<file path="src/rtl/ctrl_seq.sv">
`default_nettype none
// ============================================================================
// Module   : ctrl_seq
// Brief    : Multi-cycle instruction control sequencer. Define CTRL_MEM_WAIT_EN
//            to stretch MEM until dm_ack; otherwise MEM lasts one cycle.
// Revision : 1.0  initial release
// ============================================================================
module ctrl_seq #(
   parameter int OPW  = 4,
   parameter int CCW  = 4,
   parameter int MMW  = 4,
   parameter int ALUW = 2,
   parameter int WBW  = 2
) (
   input  logic            clk,
   input  logic            rst_f,
   input  logic [OPW-1:0]  opcode,
   input  logic [MMW-1:0]  mm,
   input  logic [CCW-1:0]  stat,
   input  logic            dm_ack,
   input  logic            resume,
   output logic            rf_we,
   output logic            ir_load,
   output logic            pc_write,
   output logic            pc_sel,
   output logic            br_sel,
   output logic            pc_rst,
   output logic            rb_sel,
   output logic            dm_we,
   output logic            halted,
   output logic [ALUW-1:0] alu_op,
   output logic [WBW-1:0]  wb_sel,
   output logic [2:0]      state
);

   typedef enum logic [2:0] {
      ST_START0    = 3'd0,
      ST_START1    = 3'd1,
      ST_FETCH     = 3'd2,
      ST_DECODE    = 3'd3,
      ST_EXECUTE   = 3'd4,
      ST_MEM       = 3'd5,
      ST_WRITEBACK = 3'd6,
      ST_HALT      = 3'd7
   } state_t;

   localparam logic [OPW-1:0] c_op_lod = OPW'(1);
   localparam logic [OPW-1:0] c_op_str = OPW'(2);
   localparam logic [OPW-1:0] c_op_bra = OPW'(4);
   localparam logic [OPW-1:0] c_op_brr = OPW'(5);
   localparam logic [OPW-1:0] c_op_bne = OPW'(6);
   localparam logic [OPW-1:0] c_op_bnr = OPW'(7);
   localparam logic [OPW-1:0] c_op_alu = OPW'(8);
   localparam logic [OPW-1:0] c_op_hlt = {OPW{1'b1}};
   localparam logic [MMW-1:0] c_mm_imm = MMW'(8);

   state_t r_state;

   logic w_is_lod, w_is_str, w_is_bra, w_is_brr, w_is_bne, w_is_bnr;
   logic w_is_alu, w_is_hlt, w_cond, w_taken, w_mem_done;

   assign w_is_lod = (opcode == c_op_lod);
   assign w_is_str = (opcode == c_op_str);
   assign w_is_bra = (opcode == c_op_bra);
   assign w_is_brr = (opcode == c_op_brr);
   assign w_is_bne = (opcode == c_op_bne);
   assign w_is_bnr = (opcode == c_op_bnr);
   assign w_is_alu = (opcode == c_op_alu);
   assign w_is_hlt = (opcode == c_op_hlt);

   // Branch condition: any status flag selected by the low mask bits of mm.
   assign w_cond  = |(stat & mm[CCW-1:0]);
   assign w_taken = ((w_is_bra | w_is_brr) & w_cond) |
                    ((w_is_bne | w_is_bnr) & ~w_cond);

`ifdef CTRL_MEM_WAIT_EN
   assign w_mem_done = dm_ack;
`else
   logic w_unused_dm_ack;
   assign w_unused_dm_ack = dm_ack;
   assign w_mem_done      = 1'b1;
`endif

   always_ff @(posedge clk or negedge rst_f) begin
      if (!rst_f) begin
         r_state <= ST_START0;
      end else begin
         case (r_state)
            ST_START0:    r_state <= ST_START1;
            ST_START1:    r_state <= ST_FETCH;
            ST_FETCH:     r_state <= ST_DECODE;
            ST_DECODE: begin
               if (w_is_hlt)
                  r_state <= ST_HALT;
               else if (w_is_lod | w_is_str | w_is_alu)
                  r_state <= ST_EXECUTE;
               else
                  r_state <= ST_FETCH;
            end
            ST_EXECUTE:   r_state <= (w_is_lod | w_is_str) ? ST_MEM : ST_WRITEBACK;
            ST_MEM:       if (w_mem_done) r_state <= ST_WRITEBACK;
            ST_WRITEBACK: r_state <= ST_FETCH;
            ST_HALT:      if (resume) r_state <= ST_FETCH;
            default:      r_state <= ST_START0;
         endcase
      end
   end

   assign state = r_state;

   always_comb begin
      rf_we    = 1'b0;
      ir_load  = 1'b0;
      pc_write = 1'b0;
      pc_sel   = 1'b0;
      br_sel   = 1'b0;
      pc_rst   = 1'b0;
      rb_sel   = 1'b0;
      dm_we    = 1'b0;
      halted   = 1'b0;
      alu_op   = '0;
      wb_sel   = '0;
      case (r_state)
         ST_START0, ST_START1: pc_rst = 1'b1;
         ST_FETCH: begin
            ir_load  = 1'b1;
            pc_write = 1'b1;
         end
         ST_DECODE: begin
            pc_write = w_taken;
            pc_sel   = w_taken;
            br_sel   = w_is_bra | w_is_bne;
            rb_sel   = w_is_str;
         end
         ST_EXECUTE: begin
            if (w_is_alu)
               alu_op = (mm == c_mm_imm) ? ALUW'(1) : ALUW'(0);
            else if (w_is_lod | w_is_str)
               alu_op = ALUW'(2);
            rb_sel = w_is_str;
         end
         ST_MEM: begin
            alu_op = ALUW'(2);
            dm_we  = w_is_str;
            rb_sel = w_is_str;
         end
         ST_WRITEBACK: begin
            rf_we  = w_is_alu | w_is_lod;
            wb_sel = w_is_lod ? WBW'(1) : WBW'(0);
         end
         ST_HALT:  halted = 1'b1;
         default: ;
      endcase
   end

endmodule
`default_nettype wire

</file>
<file path="config.mk">
export PLATFORM = sky130hd
export DESIGN_NAME = ctrl_seq
export DESIGN_NICKNAME = d
export VERILOG_FILES = /design/src/rtl/ctrl_seq.sv
export SDC_FILE = /design/constraint.sdc
export NUM_CORES = 1
export LEC_CHECK = 0
export ABC_AREA = 1
export CAP_MARGIN = 20
export CORE_AREA = 2 2 39 41
export DETAILED_ROUTE_END_ITERATION = 7
export DIE_AREA = 0 0 41 43
export PLACE_DENSITY = 0.74
export SYNTH_ARGS = -nofsm -noshare
export SYNTH_HDL_FRONTEND = slang
export SYNTH_SLANG_ARGS = --single-unit
</file>
<file path="constraint.sdc">
create_clock -name clk -period 1.6 [get_ports clk]
set_input_delay 0.32 -clock clk [delete_from_list [all_inputs] [get_ports clk]]
set_output_delay 0.32 -clock clk [all_outputs]
set_load 0.01 [all_outputs]
</file>
==> flow_metrics.py, run 1 <==
metrics = {
    "floorplan": {
        "die_x_um": 41,
        "core_area_um2": 1380,
        "die_area_um2": 1760,
        "die_h_um": 43,
        "num_io_pins": 32,
        "start_util_pct": 28.3,
        "core.rowCount": 14,
    },
    "setup_path": {
        "cp_top_family": "flip-flops",
        "required_ns": 1.28,
        "endpoint_kind": "output pin",
        "critical_path_class": "register to output pin",
        "crit_arrival_ns": 1.28,
        "path_cells": "buf_4 > nor2_2 > inv_2 > nor2_4 > inv_1 > nand2_1 > buf_2",
        "timing.critical_path.buf_inv": 4,
        "slowest_delay_ns": 0.39,
        "startpoint_type": "register",
        "slowest_stage": "dfrtp_1",
        "crit_fanout": 3,
    },
    "min_path": {
        "hp-class": "input pin to async pin",
    },
    "sta": {
        "clock.fmax_mhz": 624,
        "period_needed_ns": 1.60,
        "worst_slack_ns": -0.00303,
        "report.final.slew_viol_count": 0,
        "rsz0062_at_grt": "yes",
        "tns_ns": -0.00303,
        "setup_violations": 1,
        "fin_crit_sh_pct": 100,
        "hold-worst-slack_ns": 0.251,
        "timing_hold_violations_final": 0,
        "finClkSkew_ns": 0.0116,
    },
    "drt": {
        "num_vias": 650,
        "drtAntennaViolNets": 0,
        "drt_wl_total_um": 1540,
        "viasPerCell": 4.64,
        "drt_iter0_drc": 9,
        "drc_errors": 0,
        "first_pass_iters": 4,
        "wl_per_cell_um": 11.0,
    },
    "cts": {
        "cts_tree": "built",
        "cts.sinks": 3,
        "insertion_delay_ns": 0.25,
        "cts_buffer_depth": 2,
        "hold_buffers": 0,
        "cts_root_buf": "clkbuf_4",
        "cts-htree-levels": 1,
        "clk_pin_slew_ns": 0.05,
        "cts_buffers": 3,
    },
    "yosys": {
        "synth-edff-count": 0,
        "yosysTopAreaCell": "nand2_1",
        "synth_top_flop_cell": "dfrtp_1",
        "ys_seq_elements": 3,
        "synthArstFlopShare_pct": 100,
        "ys_warn_count": 0,
        "synth_top_area_share_pct": 21.1,
        "syn_inst": 76,
        "synth.cell_area_um2": 392,
        "synth_area_leaders": "nand2_1 (21%), dfrtp_1 (19%), nor2_1 (17%), inv_1 (11%), nand3_1 (5.1%)",
        "synthesis.nets": 92,
        "synth_commonest_cells": "nand2_1 (22), nor2_1 (18), inv_1 (11)",
        "synth_area_per_cell_um2": 5.15,
        "yosysMostFrequentCell": "nand2_1",
        "yosysUniqueCellTypes": 16,
        "ys_seq_area_share_pct": 19.2,
    },
    "place": {
        "gp_congestion": 0.822,
        "numPortBuffers": 29,
        "dp_hpwl_um": 1100,
    },
    "outcome": {
        "status": "finished, violations left",
        "violations": "setup timing",
    },
    "cells_and_area": {
        "nets": 141,
        "antenna_cells": 0,
        "syn2layout_area_growth_pct": 118,
        "largest_register_ffs": 3,
        "layout-drive-gt1-share_pct": 42.7,
    },
    "global_route": {
        "grt_overflow_total": 0,
        "grt_pass1_wl_um": 2150,
        "grt_usage_pct": 17.3,
        "first_global_vias": 554,
        "antenna_found_initial": 0,
        "grt_max_degree": 7,
    },
    "run": {
        "maxCapViolCount": 0,
    },
    "power_and_ir_drop": {
        "ir_worst_vdd_mv": 0.591,
        "p_leak_nw": 0.516,
        "p_per_area_nw_per_um2": 1280,
    },
}
-- metal layers --
metal	vias to the layer above	global-route usage, %	wire length [um]
li1	332	-	-
met1	290	19.8	576
met2	24	31.9	870
met3	4	0	63
met4	0	6.00	25
met5	-	0	0
-- worst register-to-register path, cell delays in order (launching register included) --
cell,delay [ns]
dfrtp_1,0.38
buf_4,0.15
nand3_4,0.11
inv_2,0.05
buf_4,0.14
nand2_2,0.06
nand2_1,0.05
nor2_1,0.09
nand2_1,0.06
-- through the flow --
stage | area, um2 | power (mW) | std cells | util [%] | setup WS, ns
6_report | 852 | 1.09 | 140 | 61.6 | -0.00303
5_1_grt | 852 | 1.16 | 140 | 61.6 | -0.0623
3_3_place_gp | 807 | 0.885 | 135 | 58.3 | -0.572
4_1_cts | 826 | 1.02 | 140 | 59.7 | -0.0359
2_1_floorplan | 392 | 0.439 | 76 | - | 0.249
3_5_place_dp | 807 | 0.896 | 135 | 58.3 | -0.600
-- logic make-up after synthesis --
group,count (synthesis),share of synthesized area [%]
simple gates,53,58.5
buf+inv,14,14.4
compound gates,5,7.03
flops,3,19.2
other cells,1,0.958
-- cell type report --
| type | count | area [um2] |
|---|---|---|
| clock buffers | 4 | 26.3 |
| well taps | 16 | 20.0 |
| flip-flops and latches | 3 | 76.3 |
| fillers | 136 | 532 |
| multi-input cells | 59 | 322 |
| repair buffers | 45 | 359 |
| inverters | 13 | 48.8 |
-- where the power goes --
part / total [mW] / internal (mW) / switching (mW) / leakage, nW
Sequential: 0.172 / 0.115 / 0.0567 / 0.0347
Clock: 0.147 / 0.0942 / 0.0523 / 0.0150
Combinational: 0.772 / 0.387 / 0.385 / 0.466
-- final timing paths --
path	from	end	slack (ns)	depth (start not counted)
max in group asynchronous	rst_f	state[0]	1.19	1
worst max-delay path	state[2]	pc_write	-0.003	7
min in group clk	opcode[1]	state[0]	0.65	5
worst max register to register	state[1]	state[1]	0.39	8
worst min-delay path	rst_f	state[0]	0.25	1
worst min register to register	state[0]	state[0]	0.73	3
-- what timing repair did --
item	CTS	global route
hold endpoints to repair	0	0
pin swaps	9	8
resized for setup	56	26
buffers inserted	1	0
endpoints found under the setup margin	13	10
-- layout by cell type (no fill, tap or decap), drive strengths merged, types with 2 or more instances in the layout --
cell type,count
nor2,18
nand3,5
buf,25
nand4,2
o21ai,2
dlymetal6s2s,4
clkdlybuf4s50,2
dlygate4sd2,10
nand2,25
dfrtp,3
nor3,2
clkbuf,5
inv,13
clkdlybuf4s15,3
a21oi,2
Note: power is estimated with default switching activity, not from simulation.
==> run 2, diff against run 1 <==
--- a/config.mk
+++ b/config.mk
@@ -11,6 +11,7 @@
 export DETAILED_ROUTE_END_ITERATION = 7
 export DIE_AREA = 0 0 41 43
 export PLACE_DENSITY = 0.74
+export SLEW_MARGIN = 10
 export SYNTH_ARGS = -nofsm -noshare
 export SYNTH_HDL_FRONTEND = slang
 export SYNTH_SLANG_ARGS = --single-unit
==> constraint.sdc (replaced) <==
create_clock -name clk -period 1.6 [get_ports clk]
set_input_delay 0.32 -clock clk [delete_from_list [all_inputs] [get_ports clk]]
set_output_delay 0.32 -clock clk [all_outputs]
set_load 0.005 [all_outputs]
==> flow_metrics.py, run 2 (synthesis gave the netlist of run 1 again) <==
metrics = {
    "global_route": {
        "antenna_found_initial": 0,
        "grt_max_degree": 6,
        "grt_usage_pct": 20.2,
        "grt_pass1_wl_um": 2450,
        "first_global_vias": 647,
        "grt_overflow_total": 0,
    },
    "cts": {
        "hold_buffers": 0,
        "clk_pin_slew_ns": 0.05,
        "cts_buffers": 3,
        "cts-htree-levels": 1,
        "insertion_delay_ns": 0.26,
        "cts_root_buf": "clkbuf_4",
        "cts.sinks": 3,
        "cts_buffer_depth": 2,
        "cts_tree": "built",
    },
    "floorplan": {
        "num_io_pins": 32,
        "core_area_um2": 1380,
        "die_h_um": 43,
        "die_area_um2": 1760,
        "start_util_pct": 28.3,
        "core.rowCount": 14,
        "die_x_um": 41,
    },
    "outcome": {
        "status": "finished, violations left",
        "violations": "setup timing",
    },
    "sta": {
        "fin_crit_sh_pct": 108,
        "report.final.slew_viol_count": 0,
        "setup_violations": 6,
        "clock.fmax_mhz": 579,
        "worst_slack_ns": -0.127,
        "rsz0062_at_grt": "yes",
        "timing_hold_violations_final": 0,
        "finClkSkew_ns": 0.00795,
        "period_needed_ns": 1.73,
    },
    "drt": {
        "first_pass_iters": 4,
        "viasPerCell": 4.81,
        "drt_iter0_drc": 23,
        "wl_met2_um": 1130,
        "met1_length_um": 735,
        "highest_layer": "met4",
        "drt_wl_total_um": 2040,
        "wl_per_cell_um": 13.2,
        "drc_errors": 0,
        "num_vias": 746,
        "drtAntennaViolNets": 0,
        "met3RoutedLength_um": 87,
    },
    "cells_and_area": {
        "layout_commonest_cell": "buf_4",
        "finalInstanceArea_um2": 1010,
        "nets": 156,
        "antenna_cells": 0,
        "syn2layout_area_growth_pct": 157,
        "fillCellCount": 101,
        "layout-drive-gt1-share_pct": 55.4,
        "layout_common_cells": "buf_4 (26), nand2_1 (17), nor2_1 (12)",
        "largest_register_ffs": 3,
    },
    "setup_path": {
        "r2r_slack_ns": 0.16,
        "ff2ff_path_depth": 11,
        "endpoint_kind": "output pin",
        "r2r_end": "state[1]",
        "critical_path_class": "register to output pin",
        "startpoint_type": "register",
        "required_ns": 1.28,
        "crit_fanout": 3,
        "reg2reg_from": "state[1]",
        "crit_arrival_ns": 1.41,
    },
    "power_and_ir_drop": {
        "p_leak_nw": 0.582,
        "ir_worst_vdd_mv": 0.662,
        "p_per_area_nw_per_um2": 1280,
    },
    "place": {
        "dp_hpwl_um": 1110,
        "gp_congestion": 0.821,
        "place_ws_ns": -0.562,
        "place_area_um2": 807,
        "numPortBuffers": 29,
    },
    "run": {
        "maxCapViolCount": 0,
    },
    "min_path": {
        "hp-class": "input pin to async pin",
    },
}
run 2: worst max-delay path by stage:
stage	startpoint	to	slack [ns]	cells after the start
after global routing	state[1]	alu_op[0]	-0.19	8
after global placement	opcode[1]	alu_op[1]	-0.54	8
final	state[1]	alu_op[0]	-0.13	8
after detailed placement	opcode[1]	alu_op[1]	-0.56	8
after CTS	state[1]	alu_op[1]	-0.25	6
after floorplan	state[1]	alu_op[0]	0.38	5
run 2: where the power goes:
| part | internal (mW) | leakage (nW) | switching, mW |
|---|---|---|---|
| clock network | 0.0946 | 0.0150 | 0.0583 |
| logic | 0.522 | 0.532 | 0.446 |
| registers | 0.115 | 0.0347 | 0.0530 |
run 2: layer usage:
layer | vias to the layer above | global-route usage, %
met1 | 350 | 19.2
met4 | 0 | 14.7
met2 | 29 | 35.9
met5 | - | 0
li1 | 356 | -
met3 | 11 | 2.62
run 2: area by class of cell:
class                           count  area, um2  share of cell area [%]
Timing Repair Buffer               60        470                    46.7
Multi-Input combinational cell     59        358                    35.5
Sequential cell                     3       76.3                    7.58
Inverter                           13       56.3                    5.59
Clock buffer                        4       26.3                    2.61
Tap cell                           16       20.0                    1.99
run 2: metrics by stage:
stage	power (mW)	instances	utilization, %	setup TNS (ns)	hold slack [ns]
final	1.29	155	72.8	-0.387	0.245
after global routing	1.35	155	72.8	-0.841	0.261
after CTS	1.05	148	66.7	-1.01	0.255
after detailed placement	0.858	135	58.3	-4.50	0.516
after global placement	0.844	135	58.3	-4.29	0.508
after floorplan	0.401	76	-	0	0.0244
run 2: worst max-delay path, cell delays in order (launching register included):
cell	delay (ns)
dfrtp_1	0.41
buf_6	0.13
inv_4	0.05
nand2_4	0.07
nor2_4	0.10
buf_6	0.11
inv_4	0.03
nor3_2	0.13
buf_2	0.13
run 2: what timing repair did:
action                     4_1_cts  5_1_grt
resized for setup               60       41
pin swaps                       13       15
buffers inserted                 9        9
setup endpoints to repair       13       12
==> run 3, diff against run 2 <==
--- a/config.mk
+++ b/config.mk
@@ -8,6 +8,7 @@
 export ABC_AREA = 1
 export CAP_MARGIN = 20
 export CORE_AREA = 2 2 39 41
+export CTS_CLUSTER_DIAMETER = 40
 export DETAILED_ROUTE_END_ITERATION = 7
 export DIE_AREA = 0 0 41 43
 export PLACE_DENSITY = 0.74
==> results of run 3 <==
The final DEF is identical to that of run 2; final timing and power are the same.
==> RTL edit, RTL diff (config.mk and constraints of run 3) <==
Change the parameter `WBW` from 2 to 1.
--- a/src/rtl/ctrl_seq.sv
+++ b/src/rtl/ctrl_seq.sv
@@ -12,3 +12,3 @@
    parameter int ALUW = 2,
-   parameter int WBW  = 2
+   parameter int WBW  = 1
 ) (
Interface: changed (resized wb_sel); port bits go from 32 to 31. No check against the original RTL was run, so the function may have changed too.
==> RTL edit against run 3 <==
The run still ends with negative setup slack left; setup slack improved by 0.12 ns; clock power fell by 9%; sequential cell count did not move; area after synthesis fell by 2.9%; sequential share of layout area rose by 0.97 points; final area fell by 11%; combinational power fell by 25%; routed wire length fell by 24%; power fell by 20%; critical path type unchanged; critical endpoint is now state[0]; highest routed layer unchanged.
==> RTL edit: results (changes against run 3) <==
| Metric | Value |
|---|---|
| Routability cong. | 0.823 (+0.21%) |
| Largest net degree at the start of global routing | 7 (+1) |
| Worst-skew pair later-pin latency | 0.24 ns (-0.02 ns) |
| Fin cells | 143 (-7.7%) |
| Largest fanout on the critical path | 6 (+3) |
| Vias | 658 (-12%) |
| GR Layer Usage met3 | 0.0157 (-0.0105) |
| Vias in the first global route | 614 (-5.1%) |
| DR WL met3 | 65 um (-25%) |
| Worst ir drop on vdd | 665 uV (+0.50%) |
| Syn nets | 90 (-2.2%) |
| Met1 Wirelength | 623 um (-15%) |
| Post-Route WL | 1.55 mm (-24%) |
| Final HPWL DP | 1.05 mm (-4.9%) |
| GRT Total Usage | 0.196 (-0.00604) |
| DP Area | 788 um^2 (-2.3%) |
| Final-report setup violation count | 1 (-5) |
| Clock skew | 0.00615 ns (-0.00180 ns) |
| CP Data Arrival Time | 1.28 ns (-0.13 ns) |
| PwrDens | 1160 nW/um^2 (-9.7%) |
| Status | finished, violations left |
| Fill cells | 129 (+28%) |
| Dpl ws | -0.548 ns (+0.0148 ns) |
| Final WS setup | -0.00336 ns (+0.124 ns) |
| Met1 Resource Use GR | 0.224 (+0.0325) |
| Largest cells by area after synthesis | nand2_1 (22%), dfrtp_1 (20%), nor2_1 (18%) |
| Failing checks | negative setup slack |
| Layout cell share with drive strength beyond 1 | 0.488 (-0.0658) |
| Setup TNS | -0.00336 ns (+0.384 ns) |
==> RTL edit: changes by cell type after synthesis <==
cell	before	now
conb_1	1	0
buf_4	1	0
==> RTL edit: cell type report <==
cell class | instances | area [um^2] | area share
repair buffers | 49 | 403 | 0.451
multi-input cells | 58 | 319 | 0.357
flip-flops and latches | 3 | 76.3 | 0.0854
inverters | 13 | 48.8 | 0.0546
clock buffers | 4 | 26.3 | 0.0294
well taps | 16 | 20.0 | 0.0224
==> RTL edit: repair_timing <==
item | CTS | global route
setup endpoints to repair | 13 | 11
buffers inserted | 6 | 1
resized for setup | 62 | 21
pin swaps | 11 | 10
==> RTL edit: path summary, 6_finish.rpt <==
kind,to,slack [ns],cells after the start,start
hold / removal,state[2]$_DFFE_PN0P_,0.26,1,rst_f
setup reg to reg,state[1]$_DFFE_PN0P_,0.35,6,state[1]$_DFFE_PN0P_
setup / recovery,state[0],-0.003,2,state[0]$_DFFE_PN0P_
hold reg to reg,state[0]$_DFFE_PN0P_,0.73,3,state[0]$_DFFE_PN0P_
min in group clk,state[0]$_DFFE_PN0P_,0.56,5,opcode[3]
max in group asynchronous,state[0]$_DFFE_PN0P_,1.18,1,rst_f
==> RTL edit: kinds of logic (layout without fill, tap and decap cells) <==
| group | Yosys count | after routing | synth area share |
|---|---|---|---|
| AO/OA/AOI/OAI | 5 | 5 | 0.0724 |
| buffers and inverters | 13 | 66 | 0.128 |
| flip-flops | 3 | 3 | 0.197 |
| AND/OR/NAND/NOR | 53 | 53 | 0.602 |
==> RTL edit: critical path: stages (launching register included) <==
cell and delay (ns):
dfrtp_2 0.42, buf_4 0.13, clkdlybuf4s50_1 0.49
